### config.mk
export PLATFORM = sky130hd
export DESIGN_NAME = score_row_engine
export DESIGN_NICKNAME = d
export VERILOG_FILES = /design/src/rtl/score_row_engine_pkg.sv /design/src/rtl/score_row_engine_boundary_gen.sv /design/src/rtl/score_row_engine.sv
export SDC_FILE = /design/constraint.sdc
export NUM_CORES = 2
export LEC_CHECK = 0
export CORE_MARGIN = 4
export CORE_UTILIZATION = 38
export DETAILED_ROUTE_END_ITERATION = 8
export PLACE_DENSITY = 0.56
export SLEW_MARGIN = 40
export SYNTH_ARGS = -nofsm -noshare
export SYNTH_HDL_FRONTEND = slang
export SYNTH_SLANG_ARGS = --single-unit
### constraint.sdc
create_clock -name clk -period 9 [get_ports clk]
set_clock_uncertainty 0.05 [all_clocks]
set_input_delay 0.9 -clock clk [delete_from_list [all_inputs] [get_ports clk]]
set_output_delay 0.9 -clock clk [all_outputs]
set_load 0.02 [all_outputs]
### src/rtl/score_row_engine_pkg.sv
// Shared types and helpers for the score row engine: FSM states, alignment
// mode encodings and the signed saturation used for boundary scores.
package score_row_engine_pkg;

    typedef enum logic [1:0] {
        ST_IDLE,
        ST_INIT,
        ST_CELL,
        ST_DONE
    } state_t;

    localparam logic MODE_GLOBAL = 1'b0;
    localparam logic MODE_LOCAL  = 1'b1;

    // Clamp a 32-bit signed value into the range of an sw-bit signed number.
    // The result is still 32 bits wide; callers keep the low sw bits.
    function automatic logic signed [31:0] sat_to_width(input logic signed [31:0] v,
                                                        input int sw);
        logic signed [31:0] hi;
        logic signed [31:0] lo;
        hi = (32'sd1 <<< (sw - 1)) - 32'sd1;
        lo = -(32'sd1 <<< (sw - 1));
        if (v > hi) begin
            return hi;
        end else if (v < lo) begin
            return lo;
        end
        return v;
    endfunction

endpackage

### src/rtl/score_row_engine_boundary_gen.sv
// Boundary score generator: idx*GAP saturated to SW bits in global mode,
// zero in local mode. Purely combinational.
module boundary_gen
    import score_row_engine_pkg::*;
#(
    parameter int SW  = 9,
    parameter int GAP = -2,
    parameter int IW  = 9
) (
    input  logic [IW-1:0]        idx,
    input  logic                 mode,
    output logic signed [SW-1:0] value
);

    logic signed [31:0] product;
    logic signed [31:0] clamped;
    logic               unused_clamped_hi;

    // Index is a non-negative count, so zero-extend before the signed multiply.
    assign product = $signed({{(32 - IW){1'b0}}, idx}) * GAP;
    assign clamped = sat_to_width(product, SW);
    // After clamping the upper bits are pure sign copies of bit SW-1.
    assign unused_clamped_hi = ^clamped[31:SW];
    assign value = (mode == MODE_LOCAL) ? '0 : clamped[SW-1:0];

endmodule

### src/rtl/score_row_engine.sv
// Row-buffered dynamic-programming score engine. Walks an (N+1)x(N+1) score
// matrix row by row, presenting the diagonal/up/left neighbours of each cell to
// an external consumer and storing the returned score. Only one row is kept.
module score_row_engine
    import score_row_engine_pkg::*;
#(
    parameter int  N   = 128,
    parameter int  SW  = 9,
    parameter int  GAP = -2,
    localparam int IW  = $clog2(N + 1) + 1
) (
    input  logic                 clk,
    input  logic                 rst,
    input  logic                 start,
    input  logic                 mode,
    input  logic                 abort,
    output logic                 rd_valid,
    output logic signed [SW-1:0] diag,
    output logic signed [SW-1:0] up,
    output logic signed [SW-1:0] left,
    output logic [IW-1:0]        i,
    output logic [IW-1:0]        j,
    input  logic                 wr_valid,
    input  logic signed [SW-1:0] wr_score,
    output logic                 busy,
    output logic                 done,
    output logic signed [SW-1:0] final_score,
    output logic signed [SW-1:0] max_score,
    output logic [IW-1:0]        max_i,
    output logic [IW-1:0]        max_j
);

    localparam int AW = $clog2(N + 1);

    state_t                state_reg;
    logic                  mode_reg;
    logic [IW-1:0]         k_reg;
    logic [IW-1:0]         i_reg;
    logic [IW-1:0]         j_reg;
    logic signed [SW-1:0]  diag_reg;
    logic signed [SW-1:0]  left_reg;
    logic signed [SW-1:0]  final_reg;
    logic signed [SW-1:0]  max_reg;
    logic [IW-1:0]         max_i_reg;
    logic [IW-1:0]         max_j_reg;
    logic                  rd_valid_reg;
    logic                  busy_reg;
    logic                  done_reg;
    logic signed [SW-1:0]  row_buf [0:N];

    logic [AW-1:0]         j_idx;
    logic signed [SW-1:0]  stored;

    // Boundary values: [0] init index k, [1] col(i), [2] col(i+1).
    logic [IW-1:0]         bnd_idx [3];
    logic signed [SW-1:0]  bnd_val [3];

    assign bnd_idx[0] = k_reg;
    assign bnd_idx[1] = i_reg;
    assign bnd_idx[2] = i_reg + IW'(1);

    generate
        for (genvar gi = 0; gi < 3; gi++) begin : g_bnd
            boundary_gen #(
                .SW  (SW),
                .GAP (GAP),
                .IW  (IW)
            ) u_bnd (
                .idx   (bnd_idx[gi]),
                .mode  (mode_reg),
                .value (bnd_val[gi])
            );
        end
    endgenerate

    assign j_idx  = j_reg[AW-1:0];
    // Local alignment floors every stored score at zero.
    assign stored = (mode_reg == MODE_LOCAL && wr_score[SW-1]) ? '0 : wr_score;

    // FSM, row buffer and score tracking share one sequential process.
    always_ff @(posedge clk or negedge rst) begin
        if (!rst) begin
            state_reg    <= ST_IDLE;
            mode_reg     <= MODE_GLOBAL;
            k_reg        <= '0;
            i_reg        <= '0;
            j_reg        <= '0;
            diag_reg     <= '0;
            left_reg     <= '0;
            final_reg    <= '0;
            max_reg      <= '0;
            max_i_reg    <= '0;
            max_j_reg    <= '0;
            rd_valid_reg <= 1'b0;
            busy_reg     <= 1'b0;
            done_reg     <= 1'b0;
            for (int n = 0; n <= N; n++) begin
                row_buf[n] <= '0;
            end
        end else begin
            done_reg <= 1'b0;
            if (abort) begin
                state_reg    <= ST_IDLE;
                rd_valid_reg <= 1'b0;
                busy_reg     <= 1'b0;
            end else begin
                case (state_reg)
                    ST_IDLE: begin
                        if (start) begin
                            state_reg <= ST_INIT;
                            busy_reg  <= 1'b1;
                            mode_reg  <= mode;
                            k_reg     <= '0;
                            i_reg     <= '0;
                            j_reg     <= '0;
                            max_reg   <= '0;
                            max_i_reg <= '0;
                            max_j_reg <= '0;
                        end
                    end
                    ST_INIT: begin
                        row_buf[k_reg[AW-1:0]] <= bnd_val[0];
                        if (k_reg == IW'(N)) begin
                            // i_reg is still 0 here, so bnd_val[2] is col(1).
                            state_reg    <= ST_CELL;
                            rd_valid_reg <= 1'b1;
                            i_reg        <= IW'(1);
                            j_reg        <= IW'(1);
                            diag_reg     <= row_buf[0];
                            left_reg     <= bnd_val[2];
                        end else begin
                            k_reg <= k_reg + IW'(1);
                        end
                    end
                    ST_CELL: begin
                        if (wr_valid) begin
                            row_buf[j_idx] <= stored;
                            if (stored > max_reg) begin
                                max_reg   <= stored;
                                max_i_reg <= i_reg;
                                max_j_reg <= j_reg;
                            end
                            if (j_reg != IW'(N)) begin
                                left_reg <= stored;
                                diag_reg <= row_buf[j_idx];
                                j_reg    <= j_reg + IW'(1);
                            end else if (i_reg != IW'(N)) begin
                                i_reg      <= i_reg + IW'(1);
                                j_reg      <= IW'(1);
                                diag_reg   <= bnd_val[1];
                                left_reg   <= bnd_val[2];
                                row_buf[0] <= bnd_val[2];
                            end else begin
                                final_reg    <= stored;
                                state_reg    <= ST_DONE;
                                rd_valid_reg <= 1'b0;
                                busy_reg     <= 1'b0;
                                done_reg     <= 1'b1;
                            end
                        end
                    end
                    ST_DONE: begin
                        state_reg <= ST_IDLE;
                    end
                    default: begin
                        state_reg <= ST_IDLE;
                    end
                endcase
            end
        end
    end

    assign rd_valid    = rd_valid_reg;
    assign busy        = busy_reg;
    assign done        = done_reg;
    assign diag        = rd_valid_reg ? diag_reg : '0;
    assign up          = rd_valid_reg ? row_buf[j_idx] : '0;
    assign left        = rd_valid_reg ? left_reg : '0;
    assign i           = i_reg;
    assign j           = j_reg;
    assign final_score = final_reg;
    assign max_score   = max_reg;
    assign max_i       = max_i_reg;
    assign max_j       = max_j_reg;

endmodule

==> flow_summary_export.csv <==
group,metric,value,unit
finish,drive_gt1_share,11.7,%
placement,pre_cts_ws,3070,ps
power_and_ir_drop,leakage,30.5,nW
finish,syn_to_final_growth,12.8,%
floorplanning,initial_core_util,38.3,%
clock_tree,cts_buffers,144,
yosys,syn_inst,6784,
drt,ant_nets,0,
power_and_ir_drop,peakVddDrop,0.000387,V
yosys,synth_top_cells_by_count,"dfrtp_1, nand2_1, a22o_1",
drt,routed_via_density,6.94,
clock_tree,clkTransAtPathRegs,60,ps
power_and_ir_drop,intPower,0.0103,W
grt,first_global_vias,58400,
yosys,yosys-top-cells-area,"dfrtp_1, mux4_2, a22o_1, nand2_1, o22ai_1",
placement,dp_cells,8748,
grt,grt_usage,34.2,%
critical_path,worst-path-max-fanout,56,
yosys,yosys_warnings,0,
timing,worst_pin_slew,1190,ps
finish,largest_reg_flops,1161,
timing,relSlewSlack,20.0,%
timing,max_freq,142,MHz
critical_path,worst_ep_required_time,8050,ps
placement,gp_congestion,1.02,
floorplanning,rows,153,
placement,io_buffers,98,
clock_tree,cts_tree,"built",
clock_tree,clkLatencyLatePin,850,ps
power_and_ir_drop,swShare,43.3,%
yosys,async_flop_share,100,%
drt,drc,0,
yosys,synthAdderAreaFrac,0.526,%
timing,finalCritPeriodShare,78.0,%
grt,antenna_found_initial,28,
floorplanning,dieArea,182000,um2
grt,grt_pass1_wl,450,mm
finish,largest_register,"row_buf",
floorplanning,io_pins,99,
clock_tree,h-tree-depth,4,
yosys,synth-seq-cells,1248,
worst_hold_path,worst_hold_path_type,"reg2reg",
grt,grt_max_degree,152,
yosys,synth-compound-area-share,24.1,%
power_and_ir_drop,power_density,241,nW/um2
yosys,yosys.area.top_type,"dfrtp_1",
yosys,ys_types,87,
drt,wl,319,mm
placement,hpwl,204,mm
yosys,synth_edf_count,0,
clock_tree,ctsResizeCount,0,
yosys,synthMuxAreaShare,10.9,%
drt,wire_per_inst,35.3,um
yosys,netlist.area_leader.share,46.9,%
drt,drt_pass1_iterations,6,
grt,overflow,0,
timing,slew_violations,0,
clock_tree,cts_max_path_buffers,3,
yosys,syn-cell-area,66600,um2
power_and_ir_drop,combinationalPowerShare,33.8,%
yosys,synth_xor_area_share,0.394,%
finish,stdcell_count,9036,
power_and_ir_drop,clock_power_share,33.4,%
timing,rsz0062_at_grt,"false",
critical_path,crit_arrival,6070,ps
drt,vias,62700,
floorplanning,fp.dieW,427,um
timing,fin_setup_tns,0,ps
critical_path,crit_path_start_kind,"flop",
critical_path,crit_type,"reg2out",
timing,hold_viol_final,0,
yosys,synth.avg_cell_area,9.82,um2
clock_tree,cts_sinks,1248,
yosys,yosysSeqAreaShare,46.9,%
power_and_ir_drop,power_frac_seq,32.8,%
yosys,synth_most_common_cell,"dfrtp_1",
clock_tree,cts-root-buf,"clkbuf_16",
yosys,syn-num-nets,6827,
critical_path,crit_path_end_kind,"output port",
run_status,status,"complete, no violations",
timing,min_period,7020,ps
yosys,synthSimpleGateAreaFrac,13.0,%
yosys,synth_top_family_by_area,"compound AO/OA/AOI/OAI gates",
drt,drtIter0Drc,10400,
floorplanning,fp.dieH,427,um
job,cap_violations,0,
yosys,synthFlopType,"dfrtp_1",
timing,setup_slack,1980,ps
power_and_ir_drop,p_switching,0.00785,W
floorplanning,coreArea,174000,um2
timing,setup_violations,0,
finish,final_nets,6619,
-- area by class of cell --
class	count	area [um2]
Antenna cell	24	60.1
Clock buffer	206	4110
Clock inverter	51	674
Fill cell	16600	98900
Inverter	56	213
Multi-Input combinational cell	4852	33100
Sequential cell	1248	31200
Tap cell	2325	2910
Timing Repair Buffer	274	2830
-- worst max-delay path, cell delays in order (launching register included) --
cell and delay (ps):
dfrtp_4 730, buf_12 310, buf_16 440, and2_2 240, buf_4 490, o211ai_1 250, a311o_1 430, a2111oi_0 750
buf_4 240, o21ai_0 380, and2_1 340, clkdlybuf4s50_1 530
-- power groups by stage --
| stage | logic [W] | registers [W] | clock network, W |
|---|---|---|---|
| floorplan | 0.00283 | 0.00596 | 0 |
| global placement | 0.00566 | 0.00604 | 0 |
| detailed placement | 0.00574 | 0.00604 | 0 |
| CTS | 0.00576 | 0.00594 | 0.00608 |
| global route | 0.00605 | 0.00596 | 0.00632 |
| finish | 0.00613 | 0.00594 | 0.00606 |
-- stage by stage --
step	util [%]	power, W	cell area, um2	hold slack, ps
global route	43.2	0.0183	75100	438
floorplan	-	0.00879	66600	380
CTS	43.0	0.0178	74900	27.1
finish	43.2	0.0181	75100	417
global placement	40.1	0.0117	69700	399
detailed placement	40.3	0.0118	70100	405
-- routing by layer --
layer	routed length, um	share of wire [%]	GRT usage [%]	vias to the layer above
met5	78	0.024	0	-
met4	24700	7.7	22.1	12
met3	44800	14	12.7	1188
met2	129000	40	46.8	5039
met1	121000	38	45.3	31300
li1	-	-	-	25100
-- timing repair --
action	4_1_cts	5_1_grt
buffers inserted	0	0
setup endpoints to repair	0	0
hold buffers	0	1
endpoints found under the hold margin	0	58
-- layout by cell type, fill, tap and decap left out, types with 19 or more instances in the layout --
cell,n
a21oi_1,292
a221oi_1,30
a22o_1,524
a22oi_1,228
and2_1,43
buf_4,132
clkbuf_1,35
clkbuf_16,144
clkbuf_8,27
clkdlybuf4s50_1,97
clkinv_2,26
dfrtp_1,1241
diode_2,24
ha_1,27
inv_1,54
mux2i_1,124
mux4_2,258
nand2_1,1186
nand2b_1,19
nand3_1,133
nand4_1,19
nor2_1,468
nor2_2,20
nor2b_1,21
nor3_1,41
o211ai_1,19
o21ai_0,331
o22ai_1,510
o31ai_1,219
o32a_1,20
o41ai_1,29
-- worst paths after layout --
kind,startpoint,end,slack (ps),depth (start not counted)
setup / recovery,j[0],up[0],1980,11
hold / removal,row_buf[918],row_buf[918],420,2
setup reg to reg,j[0],diag_reg[4],3540,11
hold reg to reg,row_buf[918],row_buf[918],420,2
max in group asynchronous,rst,done,5930,6
min in group asynchronous,rst,row_buf[144],540,2
-- kinds of logic after synthesis --
logic type | Yosys count
buffers and inverters | 684
adders and majority gates | 28
and+or+nand+nor | 2077
DFF | 1248
xor gates and xnor gates | 30
muxes | 394
AOI/OAI and AO/OA | 2323
Note: power is estimated with default switching activity, not from simulation.
